==> config.mk <==
export PLATFORM = sky130hd
export DESIGN_NAME = xor_frame_accumulator
export DESIGN_NICKNAME = d
export VERILOG_FILES = /design/src/rtl/xor_pkg.sv /design/src/rtl/xor_reduce.sv /design/src/rtl/xor_frame_accumulator.sv
export SDC_FILE = /design/constraint.sdc
export NUM_CORES = 1
export LEC_CHECK = 0
export BUFFER_PORTS_ARGS = -buffer_cell sky130_fd_sc_hd__clkbuf_2
export CAP_MARGIN = 10
export CORE_MARGIN = 3
export CORE_UTILIZATION = 45
export CTS_CLUSTER_DIAMETER = 30
export DETAILED_ROUTE_END_ITERATION = 10
export GPL_ROUTABILITY_DRIVEN = 0
export PLACE_DENSITY = 0.76
export REMOVE_ABC_BUFFERS = 1
export SLEW_MARGIN = 5
export SYNTH_ARGS = -nofsm -noshare
export SYNTH_HDL_FRONTEND = slang
export SYNTH_SLANG_ARGS = --single-unit
==> constraint.sdc <==
create_clock -name i_clk -period 3.6 [get_ports i_clk]
set_input_delay 0.36 -clock i_clk [delete_from_list [all_inputs] [get_ports i_clk]]
set_output_delay 0.36 -clock i_clk [all_outputs]
set_load 0.01 [all_outputs]
==> src/rtl/xor_pkg.sv <==
// Purpose: shared constants and FSM state encoding for the XOR frame accumulator.
// Contents: default WIDTH / MAX_WORDS values and the state_t enum used by the top level.
// No ports; imported by xor_frame_accumulator.
package xor_pkg;

  localparam int DEF_WIDTH     = 8;
  localparam int DEF_MAX_WORDS = 16;

  typedef enum logic [1:0] {
    ST_IDLE  = 2'd0,
    ST_ACCUM = 2'd1,
    ST_DONE  = 2'd2
  } state_t;

endpackage

==> src/rtl/xor_reduce.sv <==
// Purpose: combinational reduction XOR of a WIDTH-bit word (parity bit).
// Ports: i_data - word to reduce; o_parity - XOR of all bits of i_data.
// Latency: zero (pure combinational), no flow control.
module xor_reduce #(
  parameter int WIDTH = 8
) (
  input  logic [WIDTH-1:0] i_data,
  output logic             o_parity
);

  assign o_parity = ^i_data;

endmodule

==> src/rtl/xor_frame_accumulator.sv <==
// Purpose: XORs all words of an input frame and presents data/parity/count/overflow once per frame.
// Ports: i_clk/i_rst_n (async active-low); input valid/ready/data/last; output valid/ready/data/parity/count/ovf.
// Latency: result valid the cycle after the closing word; input stalled while a result is pending.
module xor_frame_accumulator
  import xor_pkg::*;
#(
  parameter int WIDTH     = DEF_WIDTH,
  parameter int MAX_WORDS = DEF_MAX_WORDS,
  localparam int CNT_W    = $clog2(MAX_WORDS + 1)
) (
  input  logic             i_clk,
  input  logic             i_rst_n,
  input  logic             i_in_valid,
  output logic             o_in_ready,
  input  logic [WIDTH-1:0] i_in_data,
  input  logic             i_in_last,
  output logic             o_out_valid,
  input  logic             i_out_ready,
  output logic [WIDTH-1:0] o_out_data,
  output logic             o_out_parity,
  output logic [CNT_W-1:0] o_out_count,
  output logic             o_out_ovf
);

  localparam logic [CNT_W-1:0] MAX_CNT = CNT_W'(MAX_WORDS);

  state_t           r_state;
  state_t           w_state_nxt;
  logic [WIDTH-1:0] r_acc;
  logic [WIDTH-1:0] w_acc_nxt;
  logic [CNT_W-1:0] r_count;
  logic [CNT_W-1:0] w_count_nxt;
  logic             r_ovf;
  logic             w_ovf_nxt;

  logic             w_word_xfer;
  logic [CNT_W-1:0] w_count_inc;
  logic             w_frame_full;
  logic             w_done;
  logic [WIDTH-1:0] w_out_data;

  assign w_done       = (r_state == ST_DONE);
  assign o_in_ready   = !w_done;
  assign w_word_xfer  = i_in_valid && !w_done;
  // count is 0 in IDLE, so the same increment serves the first word of a frame.
  assign w_count_inc  = r_count + 1'b1;
  assign w_frame_full = (w_count_inc == MAX_CNT);

  always_comb begin
    w_state_nxt = r_state;
    w_acc_nxt   = r_acc;
    w_count_nxt = r_count;
    w_ovf_nxt   = r_ovf;
    case (r_state)
      ST_IDLE, ST_ACCUM: begin
        if (w_word_xfer) begin
          w_acc_nxt   = ((r_state == ST_IDLE) ? '0 : r_acc) ^ i_in_data;
          w_count_nxt = w_count_inc;
          if (i_in_last || w_frame_full) begin
            w_state_nxt = ST_DONE;
            // Overflow only when the limit, not IN_LAST, closed the frame.
            w_ovf_nxt   = !i_in_last;
          end else begin
            w_state_nxt = ST_ACCUM;
          end
        end
      end
      ST_DONE: begin
        if (i_out_ready) begin
          w_state_nxt = ST_IDLE;
          w_acc_nxt   = '0;
          w_count_nxt = '0;
          w_ovf_nxt   = 1'b0;
        end
      end
      default: begin
        w_state_nxt = ST_IDLE;
        w_acc_nxt   = '0;
        w_count_nxt = '0;
        w_ovf_nxt   = 1'b0;
      end
    endcase
  end

  always_ff @(posedge i_clk or negedge i_rst_n) begin
    if (!i_rst_n) begin
      r_state <= ST_IDLE;
      r_acc   <= '0;
      r_count <= '0;
      r_ovf   <= 1'b0;
    end else begin
      r_state <= w_state_nxt;
      r_acc   <= w_acc_nxt;
      r_count <= w_count_nxt;
      r_ovf   <= w_ovf_nxt;
    end
  end

  // Partial accumulations are hidden: every result field reads zero outside DONE.
  assign o_out_valid = w_done;
  assign w_out_data  = w_done ? r_acc : '0;
  assign o_out_data  = w_out_data;
  assign o_out_count = w_done ? r_count : '0;
  assign o_out_ovf   = w_done && r_ovf;

  xor_reduce #(
    .WIDTH (WIDTH)
  ) u_parity (
    .i_data   (w_out_data),
    .o_parity (o_out_parity)
  );

endmodule
==> run metrics <==
unrepaired setup endpoints after global routing=no; Synth area leader=dfrtp_1; post-route DRC violation count=0; final wirelength=2260 µm; Synth Area in Adders=1.18%; outcome=finished, final reports clean; first-pass iteration count of the detailed router=4; Yosys cell types=28; nets=166; synth top area cells=dfrtp_1, xnor2_1, nor2_1; Hold WC Path Type=input port to register; Max-slew headroom=62.9%; synthesis-stage register bit count=16; Post-DRT Antenna Nets=0; area grow syn2layout=16.0%; max_cap viols=0; main combinational cell family by area after synthesis=simple AND/OR/NAND/NOR gates; Port Buffer Count=29; Commonest cells post-synth=nor2_1, dfrtp_1, xnor2_1; YS warnings=0; Die X=54.6 µm; clock slew at the register clock pins of the worst setup and hold paths=0.10 ns; ys flop type=dfrtp_1; Fin. Hold Viols=0; Cells after Synth=124; Critical Path RT=3.24 ns; Final Cycle Share=65.1%; Pwr per Cell Area=774 mW/mm²; worst vdd ir=0.482 mV; setup_tns=0 ns; CTS root buffer=clkbuf_4; Core Footprint=0.00210 mm²; critical path arrival=1.98 ns; largest net degree at the start of global routing=19; worst clock skew=0.0120 ns; CP Launch Type=register; I/O Pins=30; multiplexer area fraction after synthesis=0%; drt wl/cell=12.7 µm; row count=16; CTS tree=done; static leakage=0.583 nW; total power=0.954 mW; aggregate global routing overflow=0; Sinks on Clock Net=16; fmax=427 MHz; asr flop ratio synth=100%; antenna cells=0; TritonCTS Buffers=3; share of layout cells above drive strength 1=25.8%; GRT Overall Usage=17.2%; syn_area_per_cell=8.57 µm²; worst skew pair latency=0.29 ns; Die Ht=54.6 µm; Starting Density=50.5%; most frequent cell after synthesis=nor2_1; post-route cell area=0.00123 mm²; htree depth=1; critical path class=register to output pin; Max Slew Vio Count=0; initial antenna violation count=0; sequential-to-total area share from yosys stat=37.7%; Final Setup Violations=0; number of global-route vias before repair=890; DR iter-0 viols=12; min Tclk post-route=2.34 ns; area share of the largest cell type after synthesis=37.7%; global-route wire length before repair=3680 µm; post-synthesis xor/xnor area fraction=12.4%; Worst Path Max Fanout=12; Clock Tree Buf Depth=2; synthesized area=0.00106 mm²; Synth Area in Compound Gates=18.8%; CP Capture Type=output pin; simple-gate share of the synthesized area=21.6%; Post-synth EDFFs=0; placed cell areas=0.00119 mm²; Vias=928; die area=0.00298 mm²; routed vias/inst=5.21; worst slew pin tran=0.557 ns; detailed placement HPWL=1690 µm
[cell usage in the layout (no fill, tap or decap), drive strengths merged, types with 2 or more instances in the layout]
cell type / instances
a21oi: 2
a31oi: 9
and2: 9
clkbuf: 33
dfrtp: 16
inv: 9
nand2: 7
nand2b: 4
nor2: 22
o21ai: 8
o22ai: 9
xnor2: 13
xor2: 2
[layout make-up]
cell class	instances	area [µm²]
clock buffers	4	36.3
fillers	211	870
inverters	9	33.8
multi-input cells	92	573
flip-flops and latches	16	400
well taps	27	33.8
repair buffers	30	155
[cell families after synthesis]
group / after synthesis
adders and majority gates: 1
buffers and inverters: 16
and+or+nand+nor: 45
xor gates and xnor gates: 15
DFF: 16
AOI/OAI and AO/OA: 31
[routing by layer]
metal	GRT usage, %	part of all wire (%)	vias to the layer above
li1	-	-	473
met1	19.4	45	422
met2	30.9	49	29
met3	4.90	4.9	4
met4	4.98	0.84	0
met5	0	0	-
[what timing repair did]
action,CTS,global route
hold buffers,1,0
hold endpoints to repair,16,0
resized for setup,0,0
buffers inserted,0,0
endpoints found under the setup margin,0,0
[per-stage QoR]
step           setup slack, ns  cells  util [%]  hold WS, ns
2_1_floorplan             1.85    117         -       0.0644
4_1_cts                   1.22    178      58.6        0.284
3_5_place_dp              1.55    173      56.4        0.308
5_1_grt                   1.08    178      58.6        0.299
6_report                  1.26    178      58.6        0.286
3_3_place_gp              1.64    173      56.4        0.301
[worst paths after layout]
kind,start,end,slack [ns],depth (start not counted)
max reg2reg,r_state[1],r_acc[2],2.01,4
min in group asynchronous,i_rst_n,r_acc[7],0.52,2
max in group asynchronous,i_rst_n,r_state[0],2.78,2
max,r_state[0],o_out_count[2],1.26,4
min,i_out_ready,r_state[1],0.29,2
min reg2reg,r_ovf,r_ovf,0.52,2
[critical path, cell delays in order, from the launching register on]
cell	delay, ns
dfrtp_1	0.70
nand2b_1	0.46
inv_1	0.21
and2_1	0.21
clkbuf_2	0.12
[power by group]
| group | switching, mW | total, mW | internal (mW) |
|---|---|---|---|
| Clock | 0.0567 | 0.118 | 0.0616 |
| Sequential | 0.0902 | 0.343 | 0.253 |
| Combinational | 0.259 | 0.493 | 0.234 |
[sequential cells by signal (all words and copies together) (netlist names)]
register and flops:
r_acc 8, r_count 5, r_ovf 1, r_state 2
(Power assumes the default switching activity.)
